===== src/rtl/cnn_pkg.sv =====
`default_nettype none
// ============================================================================
//  Module      : cnn_pkg
//  Description : Shared constants, types and state encoding for the CNN
//                pipeline stages (conv2 window scheduling).
//  Revision    : 1.0 - initial release
// ============================================================================
package cnn_pkg;

  localparam int CONV2_IMG_W  = 13;
  localparam int CONV2_IMG_H  = 13;
  localparam int CONV2_IN_CH  = 8;
  localparam int CONV2_OUT_CH = 16;
  localparam int CONV_K       = 3;

  // One 3x3 window across all input channels
  localparam int WIN_BITS = CONV_K * CONV_K * CONV2_IN_CH;

  // Row/column counter width (covers 0..12)
  localparam int CNT_W = 4;

  typedef enum logic [1:0] {
    S_IDLE   = 2'd0,
    S_STREAM = 2'd1,
    S_DRAIN  = 2'd2,
    S_DONE   = 2'd3
  } conv2_state_e;

endpackage
`default_nettype wire


===== src/rtl/conv2_window_sched_if.sv =====
`default_nettype none
// ============================================================================
//  Module      : conv2_window_sched_if
//  Description : Pixel input stream and 3x3x8 window output stream of the
//                conv2 window scheduler, both valid/ready handshaked.
//  Revision    : 1.0 - initial release
// ============================================================================
interface conv2_window_sched_if #(
  parameter int NUM_CH = cnn_pkg::CONV2_IN_CH,
  parameter int WIN_W  = cnn_pkg::WIN_BITS
);

  logic [NUM_CH-1:0]          pix_in;
  logic                       pix_valid;
  logic                       pix_ready;
  logic [WIN_W-1:0]           win_data;
  logic                       win_valid;
  logic                       win_ready;
  logic [cnn_pkg::CNT_W-1:0]  win_row;
  logic [cnn_pkg::CNT_W-1:0]  win_col;

  // Scheduler side: consumes pixels, produces windows
  modport slave (
    input  pix_in, pix_valid, win_ready,
    output pix_ready, win_data, win_valid, win_row, win_col
  );

  // Environment side: produces pixels, consumes windows
  modport master (
    output pix_in, pix_valid, win_ready,
    input  pix_ready, win_data, win_valid, win_row, win_col
  );

endinterface
`default_nettype wire


===== src/rtl/conv2_line_buf.sv =====
`default_nettype none
// ============================================================================
//  Module      : conv2_line_buf
//  Description : Two row buffers plus a 3x3 shift window. Each shift pushes
//                the column {row-2, row-1, current} in from the right.
//  Revision    : 1.0 - initial release
// ============================================================================
module conv2_line_buf
  import cnn_pkg::*;
#(
  parameter int IMG_W  = CONV2_IMG_W,
  parameter int NUM_CH = CONV2_IN_CH
) (
  input  wire logic                  clk,
  input  wire logic                  rst_n,
  input  wire logic                  shift_en,
  input  wire logic [CNT_W-1:0]      col,
  input  wire logic [NUM_CH-1:0]     pix_in,
  output logic      [9*NUM_CH-1:0]   window
);

  // lb0_q holds the previous row, lb1_q the row above that
  logic [NUM_CH-1:0] lb0_q [IMG_W];
  logic [NUM_CH-1:0] lb1_q [IMG_W];
  // win_q[r][k]: r=0 top row, k=0 left column
  logic [NUM_CH-1:0] win_q [3][3];

  // Row buffers and window advance together on every accepted pixel
  always_ff @(posedge clk or negedge rst_n) begin
    if (!rst_n) begin
      for (int i = 0; i < IMG_W; i++) begin
        lb0_q[i] <= '0;
        lb1_q[i] <= '0;
      end
      for (int r = 0; r < 3; r++) begin
        for (int k = 0; k < 3; k++) begin
          win_q[r][k] <= '0;
        end
      end
    end else if (shift_en) begin
      for (int r = 0; r < 3; r++) begin
        win_q[r][0] <= win_q[r][1];
        win_q[r][1] <= win_q[r][2];
      end
      win_q[0][2] <= lb1_q[col];
      win_q[1][2] <= lb0_q[col];
      win_q[2][2] <= pix_in;
      lb1_q[col]  <= lb0_q[col];
      lb0_q[col]  <= pix_in;
    end
  end

  // Pack as channel-major: channel c in bits [9c+8:9c], bit r*3+k inside
  always_comb begin
    window = '0;
    for (int c = 0; c < NUM_CH; c++) begin
      for (int r = 0; r < 3; r++) begin
        for (int k = 0; k < 3; k++) begin
          window[c*9 + r*3 + k] = win_q[r][k][c];
        end
      end
    end
  end

endmodule
`default_nettype wire


===== src/rtl/conv2_window_sched.sv =====
`default_nettype none
// ============================================================================
//  Module      : conv2_window_sched
//  Description : Conv2 window scheduler. Accepts a raster pixel stream,
//                builds 3x3x8 windows and hands them to the conv2 compute
//                stage tagged with output coordinates; tracks frame state.
//  Revision    : 1.0 - initial release
// ============================================================================
module conv2_window_sched
  import cnn_pkg::*;
#(
  parameter int IMG_W  = CONV2_IMG_W,
  parameter int IMG_H  = CONV2_IMG_H,
  parameter int NUM_CH = CONV2_IN_CH,
  parameter int K      = CONV_K
) (
  input  wire logic               clk,
  input  wire logic               rst_n,
  input  wire logic               start,
  output logic                    busy,
  output logic                    frame_done,
  conv2_window_sched_if.slave     bus
);

  localparam logic [CNT_W-1:0] COL_LAST = CNT_W'(IMG_W - 1);
  localparam logic [CNT_W-1:0] ROW_LAST = CNT_W'(IMG_H - 1);
  localparam logic [CNT_W-1:0] KM1      = CNT_W'(K - 1);

  conv2_state_e      state_q, state_d;
  logic [CNT_W-1:0]  row_q, col_q;
  logic [CNT_W-1:0]  win_row_q, win_col_q;
  logic              win_valid_q;

  logic accept, win_hs, last_pix, complete;

  // Pixels stall only while a presented window is being held back
  assign bus.pix_ready = (state_q == S_STREAM) && !(win_valid_q && !bus.win_ready);
  assign accept        = bus.pix_valid && bus.pix_ready;
  assign win_hs        = win_valid_q && bus.win_ready;
  assign last_pix      = (row_q == ROW_LAST) && (col_q == COL_LAST);
  assign complete      = accept && (row_q >= KM1) && (col_q >= KM1);

  assign busy          = (state_q == S_STREAM) || (state_q == S_DRAIN);
  assign frame_done    = (state_q == S_DONE);
  assign bus.win_valid = win_valid_q;
  assign bus.win_row   = win_row_q;
  assign bus.win_col   = win_col_q;

  // Window storage; its contents only move on accept, which cannot happen
  // while a window is stalled, so win_data stays stable until handshake
  conv2_line_buf #(
    .IMG_W  (IMG_W),
    .NUM_CH (NUM_CH)
  ) u_line_buf (
    .clk      (clk),
    .rst_n    (rst_n),
    .shift_en (accept),
    .col      (col_q),
    .pix_in   (bus.pix_in),
    .window   (bus.win_data)
  );

  // Frame state register
  always_ff @(posedge clk or negedge rst_n) begin
    if (!rst_n) state_q <= S_IDLE;
    else        state_q <= state_d;
  end

  // Frame sequencing: stream until the last pixel, then wait for last window
  always_comb begin
    state_d = state_q;
    unique case (state_q)
      S_IDLE:   if (start)               state_d = S_STREAM;
      S_STREAM: if (accept && last_pix)  state_d = S_DRAIN;
      S_DRAIN:  if (win_hs)              state_d = S_DONE;
      S_DONE:                            state_d = S_IDLE;
      default:                           state_d = S_IDLE;
    endcase
  end

  // Raster position of the next pixel to accept
  always_ff @(posedge clk or negedge rst_n) begin
    if (!rst_n) begin
      row_q <= '0;
      col_q <= '0;
    end else if (state_q == S_IDLE && start) begin
      row_q <= '0;
      col_q <= '0;
    end else if (accept) begin
      if (col_q == COL_LAST) begin
        col_q <= '0;
        row_q <= (row_q == ROW_LAST) ? '0 : row_q + 1'b1;
      end else begin
        col_q <= col_q + 1'b1;
      end
    end
  end

  // Window valid and output coordinate; a new completion overrides a handshake
  always_ff @(posedge clk or negedge rst_n) begin
    if (!rst_n) begin
      win_valid_q <= 1'b0;
      win_row_q   <= '0;
      win_col_q   <= '0;
    end else if (complete) begin
      win_valid_q <= 1'b1;
      win_row_q   <= row_q - KM1;
      win_col_q   <= col_q - KM1;
    end else if (win_hs) begin
      win_valid_q <= 1'b0;
    end
  end

endmodule
`default_nettype wire


===== src/flat_wrapper.sv =====
// flat-port wrapper written by rule: the top's interface ports become plain ports
module conv2_window_sched_flat import cnn_pkg::*;
#(
  parameter int IMG_W  = CONV2_IMG_W,
  parameter int IMG_H  = CONV2_IMG_H,
  parameter int NUM_CH = CONV2_IN_CH,
  parameter int K      = CONV_K
)
  (clk, rst_n, start, busy, frame_done, bus_pix_in, bus_pix_valid, bus_win_ready, bus_pix_ready, bus_win_data, bus_win_valid, bus_win_row, bus_win_col);
  conv2_window_sched_if #(.NUM_CH(NUM_CH)) bus_i ();
  input  wire logic clk;
  input  wire logic rst_n;
  input  wire logic start;
  output logic busy;
  output logic frame_done;
  input wire logic [$bits(bus_i.pix_in)-1:0] bus_pix_in;
  input wire logic [$bits(bus_i.pix_valid)-1:0] bus_pix_valid;
  input wire logic [$bits(bus_i.win_ready)-1:0] bus_win_ready;
  output wire logic [$bits(bus_i.pix_ready)-1:0] bus_pix_ready;
  output wire logic [$bits(bus_i.win_data)-1:0] bus_win_data;
  output wire logic [$bits(bus_i.win_valid)-1:0] bus_win_valid;
  output wire logic [$bits(bus_i.win_row)-1:0] bus_win_row;
  output wire logic [$bits(bus_i.win_col)-1:0] bus_win_col;
  assign bus_i.pix_in = bus_pix_in;
  assign bus_i.pix_valid = bus_pix_valid;
  assign bus_i.win_ready = bus_win_ready;
  assign bus_pix_ready = bus_i.pix_ready;
  assign bus_win_data = bus_i.win_data;
  assign bus_win_valid = bus_i.win_valid;
  assign bus_win_row = bus_i.win_row;
  assign bus_win_col = bus_i.win_col;
  conv2_window_sched #(.IMG_W(IMG_W), .IMG_H(IMG_H), .NUM_CH(NUM_CH), .K(K)) u_core (.clk(clk), .rst_n(rst_n), .start(start), .busy(busy), .frame_done(frame_done), .bus(bus_i));
endmodule

===== config.mk =====
export PLATFORM = sky130hd
export DESIGN_NAME = conv2_window_sched_flat
export DESIGN_NICKNAME = d
export VERILOG_FILES = /design/src/rtl/cnn_pkg.sv /design/src/rtl/conv2_window_sched_if.sv /design/src/rtl/conv2_line_buf.sv /design/src/rtl/conv2_window_sched.sv /design/src/flat_wrapper.sv
export SDC_FILE = /design/constraint.sdc
export NUM_CORES = 1
export LEC_CHECK = 0
export ABC_AREA = 1
export CAP_MARGIN = 30
export CORE_MARGIN = 2
export CORE_UTILIZATION = 50
export CTS_CLUSTER_SIZE = 20
export DETAILED_ROUTE_END_ITERATION = 10
export PLACE_DENSITY = 0.74
export SYNTH_ARGS = -nofsm -noshare
export SYNTH_HDL_FRONTEND = slang
export SYNTH_SLANG_ARGS = --single-unit
export TNS_END_PERCENT = 30

===== constraint.sdc =====
create_clock -name clk -period 2.75 [get_ports clk]
set_input_delay 0.825 -clock clk [delete_from_list [all_inputs] [get_ports clk]]
set_output_delay 0.825 -clock clk [all_outputs]
set_load 0.05 [all_outputs]

Yosys cells after proc, flatten, opt, wreduce, memory -nomap -nowiden. Cells that the tools add are included.

Add/subtract/negate cells: 4. Multiply operators: 0. Divide/modulo/power cells: 0. Order comparisons: 4. Equal/unequal tests: 8. Shift-type cells: 0. Mux-type cells: 23. Bitwise logic cells: 1. Reduce and logical (&&, ||, !) cells: 19.

Operators with widths (number): bitwise mux 104 bit (2); binary-select mux 8 bit (select 4 bit) (2); 2-to-1 mux 8 bit (5); demux 8 bit (select 4 bit) (1); 2-to-1 mux 4 bit (7); logical AND 1 bit (10); adder 4 x 1 -> 4 bit, second input constant (2); equality test 4 bit, second input constant (2); greater-or-equal comparator 4 x 2 -> 1 bit, second input constant (2); case mux 2 bit (4 select lines) (1); subtractor 4 x 2 -> 4 bit, second input constant (2); 2-to-1 mux 2 bit (3); nonzero test 2 bit (3); greater-or-equal comparator 5 bit, second input constant (1); < comparator 5 x 1 -> 1 bit, second input constant (1); NOT 4 -> 5 bit (1); equality test 2 bit, second input constant (2); inequality test 2 bit, second input constant (2); AND reduction 3 bit (1); equality test 2 x 1 -> 1 bit, second input constant (1); zero test 1 bit (2); zero test 2 bit (1); 2-to-1 mux 1 bit (2); inequality test 2 x 1 -> 1 bit, second input constant (1); other kinds (2) (2).

Flip-flop bits (word level): 299. Bits in latches: 0. Bits in writable memories: 0. Bits in read-only memories: 0. Input bits: 13. Output and inout bits: 84. Word-level logic and storage cells: 100. Memories: 0.

Depth between registers and ports, before layout.
Depth in word-level cells: 8. Mapped depth: 14. Mapped depth without buffers: 11.

By module. Synthesis repeated with hierarchy kept, for this count alone.

Cell total of the unflattened synthesis: 1735. Area total of the unflattened synthesis: 14088.5 sq um.

Modules (own cells, without submodules): conv2_line_buf (instances 1, cells an instance 1606, area an instance 12932.4 sq um, seq. area each 7006.7 sq um); conv2_window_sched (instances 1, cells an instance 129, area an instance 1156.1 sq um, seq. area each 475.5 sq um).

Worst setup path before layout. Ideal clock, no wire load.

Path type: input to register. Start point: in bus_win_ready. End point: reg u_core.u_line_buf.lb1_q[80] (netlist bit). Library setup time: 65 ps. Arrival time: 2489 ps. Data required time: 2685 ps. Setup slack: 195 ps. Cell stages on the path: 8. Path buffers: 1. Cells stage by stage: nor2_2 nor2_1 nand2_2 nor2_1 inv_1 clkbuf_1 o21bai_1 nand2_1.

Cells in the longest elaborated chain, start to end: 5.

RTL lines: start: declaration (RTL line flat_wrapper.sv:18) `input wire logic [$bits(bus_i.win_ready)-1:0] bus_win_ready;`; zero test 1 bit (RTL line conv2_window_sched.sv:37) `assign bus.pix_ready = (state_q == S_STREAM) && !(win_valid_q && !bus.win_ready);`; logical AND 1 bit (RTL line conv2_window_sched.sv:37); zero test 1 bit (RTL line conv2_window_sched.sv:37); logical AND 1 bit (RTL line conv2_window_sched.sv:37); via bus_pix_ready (RTL line flat_wrapper.sv:19) `output wire logic [$bits(bus_i.pix_ready)-1:0] bus_pix_ready;`; logical AND 1 bit (RTL line conv2_window_sched.sv:38) `assign accept = bus.pix_valid && bus.pix_ready;`; end signal: indexed assignment (RTL line conv2_line_buf.sv:48) `lb1_q[col] <= lb0_q[col];`; end: declaration (RTL line conv2_line_buf.sv:24) `logic [NUM_CH-1:0] lb1_q [IMG_W];`.

The timed path passes the listed nets, and every way through them passes these cells. A chain may end at the register's enable or synchronous reset.

Final worst setup path.
Start point: reg u_core.u_line_buf.win_q (netlist bit u_core.u_line_buf.window[68]). End point: out bus_win_data[68].

RTL lines: start: declaration (RTL line conv2_line_buf.sv:26) `logic [NUM_CH-1:0] win_q [3][3];`; start signal: indexed assignment (RTL line conv2_line_buf.sv:42) `win_q[r][0] <= win_q[r][1];`; start signal: indexed assignment (RTL line conv2_line_buf.sv:43) `win_q[r][1] <= win_q[r][2];`; end: declaration (RTL line flat_wrapper.sv:20) `output wire logic [$bits(bus_i.win_data)-1:0] bus_win_data;`.

No word-level cell between the ends.

==> results_dict.tcl <==
set metrics [dict create \
    fin_crit_ns 2.64 \
    cp.required_ns 1.93 \
    drt_iter0_markers 1029 \
    num_antenna_cells 0 \
    num_vias 11900 \
    drive_gt1_frac 0.0650 \
    crit_fanout 3 \
    crit_buf_inv 1 \
    fin_crit_sh 0.961 \
    rsz0062_at_grt "false" \
    postCtsHoldBufs 0 \
    hold_violations 0 \
    ys_seq_area_frac 0.528 \
    synth_cell_types 25 \
    synth_top_area_frac 0.528 \
    clock_latency_ns 0.57 \
    critPathLaunchType "flop" \
    dp_hpwl_mm 22.3 \
    powerDensity_mw_per_mm2 1100 \
    min_path_type "in2async" \
    internal_power_mw 10.5 \
    slew_viol_final 0 \
    wire_per_inst_um 16.2 \
    gp_congestion 0.805 \
    maxCapViolations 0 \
    cts_buffers 30 \
    tightest_slew_ns 0.635 \
    final_cell_area_mm2 0.0166 \
    swShare 0.425 \
    cts_num_sinks 299 \
    routed_wirelength_mm 36.3 \
    crit_family "buffers and inverters" \
    clkSlewWorstSetupHoldPaths_ns 0.06 \
    io_buffer_count 96 \
    slew_headroom 0.575 \
    cts_setup_buffers 0 \
    dpl-instance-area_mm2 0.0156 \
    synth_edf_count 0 \
    synth_top_area_cell "dfrtp_1" \
    synth_flop_cell "dfrtp_1" \
    p_switching_mw 7.72 \
    syn_area_mm2 0.0142 \
    power_leakage_nw 9.17 \
    vias_per_cell 5.31 \
    tritoncts "done" \
    globalRouteTotalUtil 0.254 \
    finalSetupViolCount 0 \
    crit_chain "clkdlybuf4s50_1" \
    setup-tns-final_ns 0 \
    critPathSlowestCell "clkdlybuf4s50_1" \
    syn_inst 1778 \
    status "finished, final reports clean" \
    ys_async_sr_fraction 1.00 \
    synthTopCellsByCount "nand2_1, dfrtp_1, o21ai_0" \
    p_seq_frac 0.348 \
    ioPinCount 97 \
    dieArea_mm2 0.0297 \
    synth.area.top_cells "dfrtp_1, nand2_1, o21ai_0" \
    comb_power_share 0.424 \
    fin_nets 1868 \
    htreeDepth 1 \
    grt_max_degree 86 \
    max_stage_delay_ns 0.84 \
    ys_ff_latch 299 \
    cts_buffer_depth 3 \
    grt_pass1_wl_mm 59.6 \
    synth_nets 1806 \
    grt_pass1_vias 11300 \
    synthToLayoutAreaGrowth_pct 17.0 \
    ir_drop_mv 0.556 \
    cts_root_buffer "clkbuf_16" \
    placed_cells 2186 \
    synth_warnings 0 \
    antenna_found_initial 0 \
    fmax_mhz 378 \
    drtPass1Iterations 7 \
    final_cells 2240 \
    postSynthAreaPerCell_um2 7.97 \
    synth_most_common_cell "nand2_1" \
    post-route-drc-count 0 \
    p_total_mw 18.2 \
    worstSetupPathType "reg2out" \
    die_w_um 172 \
    ant_nets 0 \
    overflow 0 \
    start_util 0.509 \
    core_mm2 0.0279 \
    p_clk_frac 0.228 \
    rows 61 \
    cp.arrival_ns 1.82 \
    end_kind "output pin" \
    clock_skew_ns 0.0209 \
    die-height_um 172 \
]
-- cell usage in the layout, fill, tap and decap left out, types with 2 or more instances in the layout --
cell,netlist,layout
clkbuf_8,0,9
inv_2,3,3
buf_4,9,43
a21oi_1,8,8
clkdlybuf4s50_1,0,92
dfrtp_1,299,297
nand3_2,4,4
nand3_1,96,96
nand4_1,3,3
xor2_1,2,2
clkbuf_1,52,6
nand2_1,739,739
bufinv_16,0,2
ha_1,15,15
nor2_1,85,85
o21ai_0,169,169
o21bai_1,112,112
buf_12,0,12
nand2_2,3,2
xnor2_1,2,2
nor3_4,2,2
clkinv_2,0,5
inv_1,114,114
clkbuf_16,0,30
-- timing repair --
| action | in CTS | in global routing |
|---|---|---|
| endpoints found under the hold margin | 0 | 0 |
| endpoints found under the setup margin | 1 | 0 |
| gates resized for setup | 1 | 0 |
-- layer usage --
| layer | GRT usage | share of wire | up-vias |
|---|---|---|---|
| li1 | - | - | 5704 |
| met1 | 0.347 | 0.45 | 5720 |
| met2 | 0.427 | 0.47 | 408 |
| met3 | 0.0357 | 0.069 | 52 |
| met4 | 0.0654 | 0.018 | 0 |
| met5 | 0 | 0 | - |
-- stage by stage --
step	utilization	hold WS, ns	setup slack [ns]
5_1_grt	0.595	0.192	0.0628
3_5_place_dp	0.559	0.461	0.132
4_1_cts	0.595	0.174	0.0760
6_report	0.595	0.174	0.106
2_1_floorplan	-	0.444	0.195
3_3_place_gp	0.559	0.456	0.178
-- layout make-up --
class / count / area (um^2)
timing repair buffer: 149 / 1510
clock inverter: 9 / 109
multi-input combinational: 1243 / 5660
sequential: 299 / 7490
fill: 2480 / 11300
clock buffer: 45 / 897
inverter: 117 / 439
tap: 378 / 473
-- power groups by stage --
stage               clock network [mW]  registers (mW)  logic, mW
finish                            4.14            6.32       7.71
detailed placement                   0            6.38       7.68
CTS                               4.21            6.32       7.72
global route                      4.39            6.48       8.45
floorplan                            0            8.05       3.56
global placement                     0            6.34       7.55
-- path summary, 6_finish.rpt --
check                           slack (ns)                            to  cells after the start                    startpoint
worst min-delay path                  0.17  u_core.u_line_buf.window[28]                      1                         rst_n
min in group clk                      0.48   u_core.u_line_buf.lb1_q[17]                      2   u_core.u_line_buf.lb1_q[17]
worst min register to register        0.48   u_core.u_line_buf.lb1_q[17]                      2   u_core.u_line_buf.lb1_q[17]
max in group asynchronous             1.79   u_core.u_line_buf.lb0_q[65]                      2                         rst_n
worst max-delay path                  0.11              bus_win_data[68]                      1  u_core.u_line_buf.window[68]
worst max register to register        0.55  u_core.u_line_buf.window[14]                      9               u_core.col_q[0]
-- state kept, by name (all words and copies together), names as in the netlist --
name,count
u_core.bus.win_col,4
u_core.bus.win_row,4
u_core.bus.win_valid,1
u_core.col_q,4
u_core.row_q,4
u_core.state_q,2
u_core.u_line_buf.lb0_q,104
u_core.u_line_buf.lb1_q,104
u_core.u_line_buf.window,72
-- cell families after synthesis --
kind of cell             count (synthesis)  synth area share
XOR/XNOR                                 4           0.00247
AND/OR/NAND/NOR                        935             0.262
AO/OA/AOI/OAI                          289             0.122
buffers and inverters                  236            0.0726
flip-flops                             299             0.528
adder cells (fa/ha/maj)                 15            0.0132
Note: power is estimated with default switching activity, not from simulation.
==> RTL edit 1, RTL diff (config.mk and constraints unchanged) <==
The 4 states of `conv2_state_e` get a Gray code encoding in 2 bits.
--- a/src/rtl/cnn_pkg.sv
+++ b/src/rtl/cnn_pkg.sv
@@ -20,10 +20,10 @@
   localparam int CNT_W = 4;
 
   typedef enum logic [1:0] {
-    S_IDLE   = 2'd0,
-    S_STREAM = 2'd1,
-    S_DRAIN  = 2'd2,
-    S_DONE   = 2'd3
+    S_IDLE   = 2'b00,
+    S_STREAM = 2'b01,
+    S_DRAIN  = 2'b11,
+    S_DONE   = 2'b10
   } conv2_state_e;
 
 endpackage
Function: same outputs for any inputs over 4 cycles, from zero or initial values and one cycle with rst_n low; so few cycles prove little.
==> RTL edit 1 against the original RTL <==
- cell area rose by 0.20%
- total power grew 19%
- non-clock buffer count is 8 lower
- clock power increased by 9.9%
- area after synthesis is 1.0% lower
- setup slack gained 0.013 ns
- routed wire length grew 0.65%
- sequential cell count did not move
- critical path type unchanged
- critical endpoint is now bus_win_data[50]
- largest cell class unchanged
==> RTL edit 1: results (changes against the original RTL) <==
\begin{tabular}{lr}
\hline
Metric & Value \\
\hline
\multicolumn{2}{l}{\textbf{Outcome}} \\
Status & finished, final reports clean \\
\multicolumn{2}{l}{\textbf{Setup path}} \\
Endpoint of the most critical setup path & bus\_win\_data[50] \\
Largest stage delay on the critical path & 0.82 ns (-0.02 ns) \\
Reg-to-Reg Start & u\_core.col\_q[1] \\
\multicolumn{2}{l}{\textbf{Layout}} \\
Nets & 1854 (-0.75\%) \\
Final core utilization & 0.599 (+0.00450) \\
Share of post-route cells with drive strength above 1 & 0.0647 (-0.000259) \\
Filler cells & 2435 (-1.8\%) \\
\multicolumn{2}{l}{\textbf{Logic synthesis}} \\
Fraction of the yosys area taken by sequential cells & 0.533 (+0.00537) \\
Leading cell types by count after synthesis & 769 x sky130\_fd\_sc\_hd\_\_nand2\_1, 299 x sky130\_fd\_sc\_hd\_\_dfrtp\_1, 162 x sky130\_fd\_sc\_hd\_\_o21ai\_0, 111 x sky130\_fd\_sc\_hd\_\_inv\_1, 98 x sky130\_fd\_sc\_hd\_\_o21bai\_1 \\
Dominant cells by area after synthesis & sky130\_fd\_sc\_hd\_\_dfrtp\_1 53\%, sky130\_fd\_sc\_hd\_\_nand2\_1 21\%, sky130\_fd\_sc\_hd\_\_o21ai\_0 5.8\% \\
Avg Synthesized Cell Area & 7.91 sq um (-0.78\%) \\
Net Count, Synth & 1798 (-0.44\%) \\
\multicolumn{2}{l}{\textbf{Global routing}} \\
Grt met1 use & 0.350 (+0.00304) \\
Vias in the first global route & 11300 (-0.14\%) \\
Met3 Resource Use GR & 0.0407 (+0.00502) \\
Maximum number of pins on one net before global-route repair & 70 (-19\%) \\
Overall track demand over capacity in global routing & 0.254 (+0.000560) \\
Initial antenna violation count & 1 (+1) \\
\multicolumn{2}{l}{\textbf{Power and ir drop}} \\
Leak & 9.26 nW (+0.95\%) \\
\multicolumn{2}{l}{\textbf{Route}} \\
Sum of met2 wire segment lengths after detailed routing & 16800 um (-1.2\%) \\
First DRT Iteration DRCs & 1115 (+8.4\%) \\
WL met1 & 16000 um (-0.90\%) \\
Number of optimization iterations in the first detailed-route pass & 5 (-2) \\
Via count & 11900 (+0.059\%) \\
\multicolumn{2}{l}{\textbf{Place}} \\
Final HPWL DP & 22200 um (-0.41\%) \\
Total cell area at the placement stage & 0.0155 sq mm (-0.55\%) \\
Setup slack at placement & 0.119 ns (-0.0134 ns) \\
\multicolumn{2}{l}{\textbf{Timing}} \\
Max Clock Skew & 0.0138 ns (-0.00714 ns) \\
Relative slew slack & 0.513 (-0.0626) \\
\hline
\end{tabular}
[RTL edit 1: changes by cell type in the layout (fill, tap and decap cells not counted), moves of 4 or more]
cell	before	now
sky130_fd_sc_hd__nand2_1	739	769
sky130_fd_sc_hd__nor2_1	85	76
sky130_fd_sc_hd__a21oi_1	8	13
sky130_fd_sc_hd__nand3_2	4	0
sky130_fd_sc_hd__buf_4	43	28
sky130_fd_sc_hd__bufinv_16	2	7
sky130_fd_sc_hd__nand3_1	96	91
sky130_fd_sc_hd__clkbuf_8	9	4
sky130_fd_sc_hd__ha_1	15	11
sky130_fd_sc_hd__inv_2	3	7
sky130_fd_sc_hd__o21bai_1	112	98
sky130_fd_sc_hd__o21ai_0	169	162
sky130_fd_sc_hd__clkbuf_1	6	1
sky130_fd_sc_hd__buf_12	12	18
[RTL edit 1: cell families (layout without fill, tap and decap cells)]
group / Yosys count / after routing / synth area share
AND/OR/NAND/NOR: 949 / 949 / 0.267
other: 0 / 1 / 0
AO/OA/AOI/OAI: 275 / 275 / 0.116
flip-flops: 299 / 299 / 0.534
adder cells (fa/ha/maj): 11 / 11 / 0.00981
buffers and inverters: 236 / 316 / 0.0706
XOR/XNOR: 4 / 4 / 0.00250
[RTL edit 1: layout make-up]
type | count | area share
Antenna cell | 1 | 0.000151
Clock buffer | 35 | 0.0487
Multi-Input combinational cell | 1239 | 0.334
Sequential cell | 299 | 0.451
Tap cell | 378 | 0.0285
Inverter | 119 | 0.0270
Clock inverter | 21 | 0.0187
Timing Repair Buffer | 141 | 0.0920
[RTL edit 1: per-stage QoR]
step	hold WS [ns]	total power [W]
floorplan	0.444	0.0140
global placement	0.456	0.0168
detailed placement	0.460	0.0171
CTS	0.216	0.0217
global route	0.218	0.0231
finish	0.199	0.0217
==> RTL edit 2, RTL diff (config.mk and constraints unchanged) <==
Made on the original files. `CNT_W`: 4 -> 6.
--- a/src/rtl/cnn_pkg.sv
+++ b/src/rtl/cnn_pkg.sv
@@ -17,7 +17,7 @@
   localparam int WIN_BITS = CONV_K * CONV_K * CONV2_IN_CH;
 
   // Row/column counter width (covers 0..12)
-  localparam int CNT_W = 4;
+  localparam int CNT_W = 6;
 
   typedef enum logic [1:0] {
     S_IDLE   = 2'd0,
Interface: changed (resized bus_win_col and bus_win_row); port bits go from 97 to 101. No check against the original RTL was run, so the function may have changed too.
==> RTL edit 2 against the original RTL <==
- cell count increased by 2.6%
- sequential cell count increased by 8
- total power increased by 0.32%
- cell area increased by 3.4%
- routed wire length increased by 5.4%
- utilization increased by 0.067 points
- clock power increased by 6.3%
- setup slack improved by 0.0040 ns
- critical path depth unchanged
- area after synthesis increased by 3.5%
- sequential share of layout area decreased by 0.34 points
- first-iteration DRC count increased by 16%
- fmax increased by 0.15%
- synthesized cell count increased by 3.4%
- critical endpoint is now bus_win_data[29]
- largest power group unchanged
==> RTL edit 2: results (changes against the original RTL) <==
\begin{tabular}{lr}
\hline
Metric & Value \\
\hline
\multicolumn{2}{l}{\textbf{Route}} \\
WL met1 & 16800 um (+3.8\%) \\
First DRT Iteration DRCs & 1191 (+16\%) \\
Routed wl met3 & 2720 um (+9.3\%) \\
Number of optimization iterations in the first detailed-route pass & 5 (-2) \\
Routed len/inst & 16.6 um (+2.8\%) \\
\multicolumn{2}{l}{\textbf{Setup path}} \\
Top fanout value on the critical path & 2 (-1) \\
Setup slack, reg-to-reg & 0.25 ns (-0.30 ns) \\
Worst-case reg-to-reg path depth & 8 (-1) \\
First element of the critical path & u\_core.u\_line\_buf.window[29] \\
\multicolumn{2}{l}{\textbf{Timing}} \\
Max Clock Skew & 0.0269 ns (+0.00605 ns) \\
Relative slew slack & 0.510 (-0.0653) \\
Worst hold margin & 0.191 ns (+0.0166 ns) \\
Final worst-path cycle share & 0.960 (-0.00144) \\
\multicolumn{2}{l}{\textbf{Power and ir drop}} \\
Worst supply voltage drop on vdd & 0.000603 V (+8.4\%) \\
Leak & 9.51 nW (+3.8\%) \\
\multicolumn{2}{l}{\textbf{Global routing}} \\
Global-route wire length before repair & 63600 um (+6.6\%) \\
Met3 Resource Use GR & 0.0381 (+0.00237) \\
Maximum number of pins on one net before global-route repair & 62 (-28\%) \\
Initial antenna violation count & 1 (+1) \\
Vias in the first global route & 11900 (+5.9\%) \\
Overall track demand over capacity in global routing & 0.256 (+0.00290) \\
Grt met1 use & 0.358 (+0.0113) \\
\multicolumn{2}{l}{\textbf{Clock tree}} \\
Clock buffers created by TritonCTS & 31 (+3.3\%) \\
\multicolumn{2}{l}{\textbf{Logic synthesis}} \\
Leading cell types by count after synthesis & 795 x sky130\_fd\_sc\_hd\_\_nand2\_1, 307 x sky130\_fd\_sc\_hd\_\_dfrtp\_1, 114 x sky130\_fd\_sc\_hd\_\_inv\_1, 98 x sky130\_fd\_sc\_hd\_\_o21bai\_1, 97 x sky130\_fd\_sc\_hd\_\_nand3\_1 \\
Fraction of the yosys area taken by sequential cells & 0.524 (-0.00410) \\
Synth cell types & 30 (+20\%) \\
\multicolumn{2}{l}{\textbf{Layout}} \\
Share of post-route cells with drive strength above 1 & 0.0648 (-0.000164) \\
Nets & 1920 (+2.8\%) \\
\multicolumn{2}{l}{\textbf{Place}} \\
Final RePlAce weighted congestion & 0.844 (+4.8\%) \\
Count of input and output buffers & 100 (+4.2\%) \\
\multicolumn{2}{l}{\textbf{Outcome}} \\
Status & finished, final reports clean \\
\hline
\end{tabular}
-- RTL edit 2: cell types whose count changed after synthesis, sizes merged, moves of 3 or more --
| cell | before | now |
|---|---|---|
| o21bai | 112 | 98 |
| nor2 | 87 | 72 |
| nor3 | 2 | 5 |
| inv | 117 | 121 |
| buf | 66 | 87 |
| nand4 | 3 | 12 |
| dfrtp | 299 | 307 |
| clkbuf | 53 | 32 |
| nand2 | 742 | 803 |
| xor2 | 2 | 7 |
-- RTL edit 2: cell families after synthesis --
| group | Yosys count | share of synthesized area |
|---|---|---|
| simple gates | 994 | 0.274 |
| flops | 307 | 0.524 |
| compound gates | 273 | 0.110 |
| buf+inv | 241 | 0.0739 |
| fa+ha+maj | 15 | 0.0128 |
| xor+xnor | 9 | 0.00538 |
-- RTL edit 2: final cells by class --
class	instances	area, sq um
timing repair buffer	139	1560
multi-input combinational	1291	5890
inverter	122	459
tap	384	480
fill	2461	11600
antenna	1	2.50
clock buffer	38	842
clock inverter	16	223
sequential	307	7680
-- RTL edit 2: stage by stage --
stage,area (sq um),instances,total power (W)
after floorplan,14700,1839,0.0115
after global placement,16100,2242,0.0137
after detailed placement,16100,2243,0.0139
after CTS,17100,2297,0.0183
after global routing,17100,2297,0.0193
final,17100,2298,0.0182
-- RTL edit 2: timing repair --
action	CTS	global route
hold endpoints to repair	0	0
pin swaps	0	0
endpoints found under the setup margin	2	1
hold buffers	0	0
cloned	0	0
gates resized for setup	2	2
-- RTL edit 2: power breakdown --
part	switching (W)	total, W	internal, W
combinational	0.00516	0.00740	0.00224
sequential	0.000754	0.00642	0.00567
clock	0.00177	0.00440	0.00263
total	0.00768	0.0182	0.0105
